$ cat src/rtl/warp_issue_unit.sv
// Warp issue unit: fetches instruction words, decodes them and broadcasts one
// instruction per cycle to all functional-unit lanes. It then waits for the
// active lanes to complete and pulses done.
module warp_issue_unit #(
    parameter int unsigned NUM_THREADS = 4,
    parameter int unsigned IMEM_AW     = 8
) (
    input  logic                   clk,
    input  logic                   rst,
    input  logic                   start,
    input  logic [IMEM_AW-1:0]     base_pc,
    input  logic [5:0]             thread_count,
    output logic                   imem_rd_en,
    output logic [IMEM_AW-1:0]     imem_addr,
    input  logic [31:0]            imem_rdata,
    output logic [2:0]             type_instruction,
    output logic [4:0]             regnum_1,
    output logic [4:0]             regnum_2,
    output logic [4:0]             dest_reg,
    output logic [5:0]             shammt,
    output logic [NUM_THREADS-1:0] is_active,
    input  logic [NUM_THREADS-1:0] thread_complete,
    output logic                   busy,
    output logic                   done,
    output logic                   pc_overflow
);

    localparam logic [2:0]         OP_HALT = 3'b111;
    localparam logic [IMEM_AW-1:0] PC_MAX  = '1;

    typedef enum logic [1:0] {IDLE, RUN, DRAIN, DONE} state_t;

    state_t               state;
    logic [IMEM_AW-1:0]   pc;           // next address to fetch
    logic                 fetch_valid;  // imem_rdata holds a word to decode this cycle
    logic                 fetch_end;    // last address already fetched; pc must not wrap
    logic [5:0]           count_clamped;
    logic [NUM_THREADS-1:0] start_mask;

    // Low byte of each instruction word carries no decoded field.
    logic unused_rdata;
    assign unused_rdata = ^imem_rdata[7:0];

    // Clamp the requested thread count and build the lane-enable mask.
    always_comb begin
        count_clamped = thread_count;
        if (thread_count > 6'(NUM_THREADS)) begin
            count_clamped = 6'(NUM_THREADS);
        end
        start_mask = '0;
        for (int i = 0; i < int'(NUM_THREADS); i++) begin
            start_mask[i] = (6'(i) < count_clamped);
        end
    end

    // Sequencer FSM with all outputs registered; decoded fields fall back to NOP
    // every cycle unless a fetched word is issued on this edge.
    always_ff @(posedge clk or posedge rst) begin
        if (rst) begin
            state            <= IDLE;
            pc               <= '0;
            fetch_valid      <= 1'b0;
            fetch_end        <= 1'b0;
            imem_rd_en       <= 1'b0;
            imem_addr        <= '0;
            type_instruction <= OP_HALT;
            regnum_1         <= '0;
            regnum_2         <= '0;
            dest_reg         <= '0;
            shammt           <= '0;
            is_active        <= '0;
            busy             <= 1'b0;
            done             <= 1'b0;
            pc_overflow      <= 1'b0;
        end else begin
            type_instruction <= OP_HALT;
            regnum_1         <= '0;
            regnum_2         <= '0;
            dest_reg         <= '0;
            shammt           <= '0;
            imem_rd_en       <= 1'b0;
            imem_addr        <= '0;
            fetch_valid      <= 1'b0;
            done             <= 1'b0;

            case (state)
                IDLE: begin
                    if (start) begin
                        pc_overflow <= 1'b0;
                        if (count_clamped == 6'd0) begin
                            state <= DONE;
                            done  <= 1'b1;
                        end else begin
                            // First fetch goes out on the start edge itself.
                            state      <= RUN;
                            busy       <= 1'b1;
                            is_active  <= start_mask;
                            imem_rd_en <= 1'b1;
                            imem_addr  <= base_pc;
                            pc         <= base_pc + 1'b1;
                            fetch_end  <= (base_pc == PC_MAX);
                        end
                    end
                end

                RUN: begin
                    if (fetch_valid && imem_rdata[31:29] == OP_HALT) begin
                        // Issue HALT; the word still in flight is dropped.
                        type_instruction <= imem_rdata[31:29];
                        regnum_1         <= imem_rdata[28:24];
                        regnum_2         <= imem_rdata[23:19];
                        dest_reg         <= imem_rdata[18:14];
                        shammt           <= imem_rdata[13:8];
                        state            <= DRAIN;
                    end else if (!fetch_valid && !imem_rd_en && fetch_end) begin
                        // Ran off the top of memory without a HALT: forced NOP/HALT.
                        pc_overflow <= 1'b1;
                        state       <= DRAIN;
                    end else begin
                        if (fetch_valid) begin
                            type_instruction <= imem_rdata[31:29];
                            regnum_1         <= imem_rdata[28:24];
                            regnum_2         <= imem_rdata[23:19];
                            dest_reg         <= imem_rdata[18:14];
                            shammt           <= imem_rdata[13:8];
                        end
                        fetch_valid <= imem_rd_en;
                        if (!fetch_end) begin
                            imem_rd_en <= 1'b1;
                            imem_addr  <= pc;
                            pc         <= pc + 1'b1;
                            fetch_end  <= (pc == PC_MAX);
                        end
                    end
                end

                DRAIN: begin
                    if ((thread_complete & is_active) == is_active) begin
                        state     <= DONE;
                        done      <= 1'b1;
                        busy      <= 1'b0;
                        is_active <= '0;
                    end
                end

                DONE: begin
                    state     <= IDLE;
                    fetch_end <= 1'b0;
                end

                default: state <= IDLE;
            endcase
        end
    end

endmodule

$ cat config.mk
export PLATFORM = sky130hd
export DESIGN_NAME = warp_issue_unit
export DESIGN_NICKNAME = d
export VERILOG_FILES = /design/src/rtl/warp_issue_unit.sv
export SDC_FILE = /design/constraint.sdc
export NUM_CORES = 1
export LEC_CHECK = 0
export CAP_MARGIN = 0
export CORE_MARGIN = 2
export CORE_UTILIZATION = 47
export DETAILED_ROUTE_END_ITERATION = 10
export GPL_TIMING_DRIVEN = 0
export PLACE_DENSITY_LB_ADDON = 0.2
export SETUP_SLACK_MARGIN = 0.3
export SLEW_MARGIN = 15
export SYNTH_ARGS = -nofsm -noshare
export SYNTH_HDL_FRONTEND = slang
export SYNTH_SLANG_ARGS = --single-unit
$ cat constraint.sdc
create_clock -name clk -period 7.1 [get_ports clk]
set_input_delay 1.42 -clock clk [delete_from_list [all_inputs] [get_ports clk]]
set_output_delay 1.42 -clock clk [all_outputs]
set_load 0.1 [all_outputs]
==> summary.txt, run 1 <==
Run status
  – Outcome: finished clean

Layout
  – Nets: ~380
  – Area Growth Syn to Fin: 42.32%
  – Area occupied by multi-input gates: between 1000 and 1500 um^2
  – Top Registers: imem_addr: 8 flops, pc: 8 flops, shammt: 6 flops
  – Layout cell share with drive strength beyond 1: under 10%
  – Fill cells: a little over 400
  – Sequential Area: roughly 1300 um^2
  – Finished Core Util: a little under 70%
  – N_diodes: 0
  – Final non-filler cell area: ~3500 um^2

Clock tree
  – H-tree levels: 2
  – Hold_buf cts: 0
  – Clock latency on the worst-skew pair: ~300 ps
  – Post-CTS setup buffer count: 0
  – Clk sinks: 52
  – Reg clk slew, reported paths: ~100 ps
  – CTS tree: built
  – Total CTS buffers: 5
  – Root Buffer: clkbuf_8
  – Max clock buf depth: 2
  – Post-cts sizing count: 0

STA
  – Minimum clock period after layout: ~3400 ps
  – Endpoints failing setup: 0
  – Max-slew violations: 0
  – Setup ws final: 3739 ps
  – RSZ-0062 raised after global routing: false
  – Fin Setup TNS: 0 ps
  – Fmax: 297.5 MHz
  – Hold Fails Final Rpt: 0
  – Max transition margin: 32.94%
  – Period utilization: 47.34%
  – Worst-Margin Slew: 1003 ps
  – Setup Skew: between 5 and 6 ps

Logic synthesis
  – Yosys cell types: 49
  – Syn. warnings: 0
  – Synth Register Bits: between 50 and 60
  – Share of the synthesized area in the top cell type: approximately half
  – Post-synth top flop: dfrtp_1
  – Mapped Area: 2451 um^2
  – Avg Inst Size Synth: between 10 and 15 um^2
  – Seq/Total Area, Yosys: roughly 53%
  – Async SR Flop Fraction: 100.0%
  – Syn nets: about 290
  – Area leader, netlist: dfrtp_1
  – Post-Synthesis Cells: 231
  – Top cells by area, synth: dfrtp_1 (50%), and3_1 (5.9%), a22o_1 (3.6%)
  – EDFF count, synth: 0

Place
  – RD Place Congestion: slightly below 0.9
  – I/O Buffers: 84
  – Place WS: ~3600 ps
  – Placed Instance Area: ~3400 um^2
  – DPL Wire Length: around 4400 um

Global routing
  – Gr usage total: around 20%
  – Vias in the first global route: around 1900
  – Total grt overflow: 0
  – Initial antenna violation count: 0
  – Largest net degree at the start of global routing: 29
  – First-pass GRT wire length: between 9000 and 10000 um

Worst setup path
  – CP endpoint kind: primary output
  – CP Launch Type: flop
  – Worst Path Class, Setup: flop to primary output
  – CP max stage cell: clkdlybuf4s50_1
  – Crit-path cells: clkdlybuf4s50_1
  – Critical path peak fanout: 1
  – CP peak stage delay: between 1000 and 1500 ps
  – Worst path bufs/invs: 1
  – CP delay by family, top: buffers and inverters
  – Crit path DAT: 1940 ps
  – Worst Path Required: ~5700 ps

Floorplanning
  – Die height: about 76 um
  – Chip Width: about 76 um
  – Row count: 26
  – Die area: 5809 um^2
  – Core area: just over 5000 um^2
  – I/O pin total: slightly above 90
  – Starting Density: around half

Route
  – TritonRoute pass-1 iters: 4
  – Routed len/inst: roughly 15 um
  – Detail-routed via count per cell: roughly 5.3
  – Drt total wl: about 5900 um
  – Remaining DRCs: 0
  – Antenna-violating nets left: 0
  – Routed vias: between 2000 and 2500
  – DR iter-0 viols: 54

Power and ir drop
  – Comb power frac: between 60% and 70%
  – Clock power frac: roughly a tenth
  – VDD IR max: 0.2123 mV
  – Cell internal pwr: about 0.75 mW
  – Flop pwr share: between 20 and 30%
  – Psw: between 0.8 and 0.9 mW
  – Switch share: approximately 53%
  – Leakage: about 1.6 nW
  – Power Density: between 400 and 500 nW/um^2

Hold path
  – Hold WC Path Type: flop to flop

Job
  – MaxCap Viol Count: 0
-- per-stage QoR --
stage	hold WS (ps)	total power [mW]	cells
global placement	482.0	1.419	385
global route	554.7	1.688	394
CTS	506.8	1.609	394
floorplan	496.6	1.193	231
finish	499.0	1.606	394
detailed placement	484.7	1.438	386
-- final timing paths --
kind                                     startpoint                   to  slack [ps]  cells past startpoint
worst max register to register             state[1]                pc[2]        4080                     10
worst min-delay path                   is_active[1]         is_active[1]         500                      2
max in group asynchronous                       rst         imem_addr[7]        5110                      3
worst max-delay path            type_instruction[0]  type_instruction[0]        3740                      1
worst min register to register         is_active[1]         is_active[1]         500                      2
min in group asynchronous                       rst          dest_reg[2]        1470                      2
-- cell families (layout without fill, tap and decap cells) --
logic type | Yosys count | in the layout | share of synthesized area, %
compound gates | 47 | 47 | 14.91
xor+xnor | 2 | 2 | 0.7148
fa+ha+maj | 5 | 5 | 2.552
buf+inv | 18 | 111 | 3.165
flops | 52 | 52 | 53.24
mux | 6 | 6 | 2.552
simple gates | 101 | 101 | 22.87
-- layer usage --
metal / share of wire (%) / routed length (um) / global-route usage [%]
met3: 5.7 / 334 / 4.621
met4: 0.70 / 41 / 4.364
met5: 0 / 0 / 0
met2: 46 / 2719 / 31.59
met1: 47 / 2757 / 28.74
-- final cells by class --
class	instances	area share (%)
buffer	11	1.471
clock buffer	6	2.080
clock inverter	2	0.4663
inverter	7	0.7532
multi-input combinational	161	30.63
sequential	52	37.41
tap	70	2.511
timing repair buffer	85	24.68
-- placed cells by master, fill, tap and decap left out, types with 5 or more instances in the layout --
cell type	synthesis	final
clkbuf_1	7	8
a22o_1	10	10
ha_1	5	5
clkdlybuf4s50_1	0	84
nor2_1	12	12
dfrtp_1	49	49
clkbuf_8	0	5
nand3_1	7	7
a21oi_1	8	8
nor3_1	5	5
and3_1	23	23
nor2b_1	6	6
nand2_1	23	23
or2_2	5	5
o21ai_0	8	8
inv_1	7	6
-- synthesized netlist by cell type (all sizes together) (3+ instances only) --
| master | number |
|---|---|
| a22o | 11 |
| or2 | 5 |
| dfstp | 3 |
| nand3 | 7 |
| clkbuf | 7 |
| ha | 5 |
| buf | 4 |
| and3 | 23 |
| inv | 7 |
| o21ai | 8 |
| nor2b | 6 |
| nand3b | 3 |
| nor3 | 5 |
| o22a | 3 |
| nor4 | 4 |
| a21oi | 8 |
| mux2i | 4 |
| dfrtp | 49 |
| nand2 | 23 |
| nor2 | 12 |
-- power groups by stage --
| stage | registers [mW] | logic (mW) | clock network [mW] |
|---|---|---|---|
| after detailed placement | 0.449 | 0.989 | 0 |
| after CTS | 0.442 | 0.992 | 0.174 |
| after global placement | 0.445 | 0.974 | 0 |
| final | 0.443 | 0.994 | 0.169 |
| after floorplan | 0.836 | 0.357 | 0 |
| after global routing | 0.454 | 1.05 | 0.185 |
No activity file was read; power rests on OpenSTA's default activity.
==> run 2, diff against run 1 <==
- CORE_UTILIZATION: 47 -> 40
- clock period: 7.1 -> 2.85 ns (I/O delays scaled with it)
==> summary.txt, run 2 (same netlist as run 1, synthesis figures left out) <==
Layout
  – Top Registers: imem_addr: 8 flops, pc: 8 flops, shammt: 6 flops
  – Leading cell types in the layout, fill and taps excluded: clkdlybuf4s50_1 (81), dfrtp_1 (49), nand2_1 (23), and3_1 (23), nor2_1 (12)
  – Fill cells: 491 (+21%)
  – Area Growth Syn to Fin: 45.53%
  – Layout cell share with drive strength beyond 1: 11.42% (+1.9 points)
  – N_diodes: 0 (unchanged)
  – Most common cell after layout, fill and taps aside: clkdlybuf4s50_1
  – Nets: 381 (unchanged)

Global routing
  – First-pass GRT wire length: 9453 um (-0.65%)
  – Largest net degree at the start of global routing: 33 (+14%)
  – Initial antenna violation count: 0 (unchanged)
  – Total grt overflow: 0 (unchanged)
  – Vias in the first global route: 2006 (+5.7%)
  – Gr usage total: 18.23% (-1.9 points)

Power and ir drop
  – Leakage: 1.597 nW (+2.2%)
  – Switch share: 51.18% (-1.9 points)
  – Psw: 2.122 mW (+150%)
  – Comb power frac: 60.3% (-1.6 points)
  – Clock power frac: 12.9% (+2.4 points)
  – Flop pwr share: 26.7% (-0.9 points)
  – VDD IR max: 0.5904 mV (+180%)
  – Cell internal pwr: 2.025 mW (+170%)
  – Power Density: 1163 nW/um^2 (+150%)

Clock tree
  – Clock latency on the worst-skew pair: 300 ps (about the same)
  – Clk sinks: 52 (unchanged)
  – Root Buffer: clkbuf_8
  – CTS tree: built
  – Reg clk slew, reported paths: 90 ps (about the same)
  – Total CTS buffers: 5 (unchanged)
  – Max clock buf depth: 2 (unchanged)
  – H-tree levels: 2 (unchanged)

Worst setup path
  – Worst Path Required: 2280 ps (-3400 ps)
  – CP Launch Type: flop
  – CP peak stage delay: 1150 ps (+30 ps)
  – Worst path bufs/invs: 1 (unchanged)
  – Critical path peak fanout: 3 (+2)
  – CP Depth: 1 (unchanged)
  – Worst Path Class, Setup: flop to primary output
  – CP delay by family, top: buffers and inverters
  – CP endpoint kind: primary output
  – Reg-to-reg slack, setup: 470 ps (-3610 ps)
  – Crit path DAT: 1850 ps (-90 ps)
  – R2r worst-path depth: 10 (unchanged)
  – CP max stage cell: clkdlybuf4s50_1
  – Crit-path cells: clkdlybuf4s50_1
  – Reg-to-Reg Start: state[1]
  – RR Endpoint: pc[2]

Floorplanning
  – Die area: 6770 um^2 (+17%)
  – Chip Width: 82.28 um (+8.0%)
  – I/O pin total: 93 (unchanged)
  – Starting Density: 41.40% (-6.9 points)
  – Die height: 82.28 um (+8.0%)
  – Core area: 5921 um^2 (+17%)
  – Row count: 28 (+7.7%)

Route
  – Drt total wl: 5877 um (+0.43%)
  – Detail-routed via count per cell: 5.228 (-2.1%)
  – Antenna-violating nets left: 0 (unchanged)
  – Routed len/inst: 14.73 um (-0.83%)
  – TritonRoute pass-1 iters: 4 (unchanged)
  – DR iter-0 viols: 97 (+80%)
  – Remaining DRCs: 0 (unchanged)
  – Routed vias: 2086 (-0.86%)

STA
  – Worst-Margin Slew: 994.6 ps (-8.218 ps)
  – Max transition margin: 33.49% (+0.55 points)
  – Hold Fails Final Rpt: 0 (unchanged)
  – Period utilization: about 85%
  – Fmax: roughly 410 MHz
  – RSZ-0062 raised after global routing: false
  – Minimum clock period after layout: 2418 ps
  – Hold slack: 503.6 ps (+4.544 ps)
  – Setup Skew: 3.777 ps (-1.534 ps)
  – Setup ws final: 432.2 ps (-3307 ps)
  – Endpoints failing setup: 0 (unchanged)
  – Max-slew violations: 0 (unchanged)

Place
  – DPL Wire Length: 4442 um (+1.8%)
  – I/O Buffers: 84 (unchanged)
  – Place WS: -145.7 ps (-3793 ps)
  – RD Place Congestion: 0.8793 (-1.4%)

Hold path
  – Worst Min Path Start: is_active[1]
  – Hold Path Depth: 2 (unchanged)
  – Worst Hold End: is_active[1]
  – Hold WC Path Type: flop to flop

Run status
  – Outcome: finished clean

Job
  – MaxCap Viol Count: 0 (unchanged)
-- run 2: per-layer routing --
layer,global-route usage (%),wire (um)
met1,24.72,2639
met2,29.60,2718
met3,3.804,442
met4,5.000,78
met5,0,0
-- run 2: area by class of cell --
type	count	area, um^2	share of cell area (%)
repair buffers	85	868.3	24.34
clock inverters	2	38.79	1.087
multi-input cells	161	1086	30.45
plain buffers	11	66.31	1.859
inverters	7	26.28	0.7366
flip-flops and latches	52	1305	36.58
clock buffers	6	82.58	2.315
well taps	75	93.84	2.631
-- run 2: how the worst max path moves through the flow --
stage	startpoint	to	slack [ps]
4_1_cts	type_instruction[1]	type_instruction[1]	320
2_1_floorplan	state[1]	pc[2]	310
3_3_place_gp	state[1]	pc[6]	-130
3_5_place_dp	state[1]	pc[2]	-150
6_report	is_active[3]	is_active[3]	430
5_1_grt	state[1]	pc[2]	330
-- run 2: power groups by stage --
stage	Sequential, mW	Clock [mW]	Combinational, mW
CTS	1.11	0.548	2.49
global route	1.14	0.572	2.67
finish	1.11	0.536	2.50
detailed placement	1.12	0	2.46
global placement	1.11	0	2.44
floorplan	2.08	0	0.889
-- run 2: what timing repair did --
action	CTS	global route
buffers inserted	0	0
gates resized for setup	7	7
setup endpoints to repair	3	6
hold buffers	0	0
-- run 2: worst register-to-register path, cell delays in order (launching register included) --
cell	delay, ps
dfrtp_1	420
inv_1	130
ha_4	180
buf_6	140
buf_4	190
mux2_2	350
ha_1	190
clkbuf_2	160
xnor2_1	160
nor3_1	60
a211o_2	300
-- run 2: stage by stage --
stage	setup TNS (ps)	util [%]	power [mW]	instances	instance area (um^2)
CTS	0	59.81	4.143	399	3541
global placement	-318.7	57.19	3.549	390	3386
finish	0	60.25	4.147	399	3567
global route	0	60.25	4.380	399	3567
detailed placement	-393.3	57.52	3.584	391	3406
floorplan	0	-	2.972	231	2451
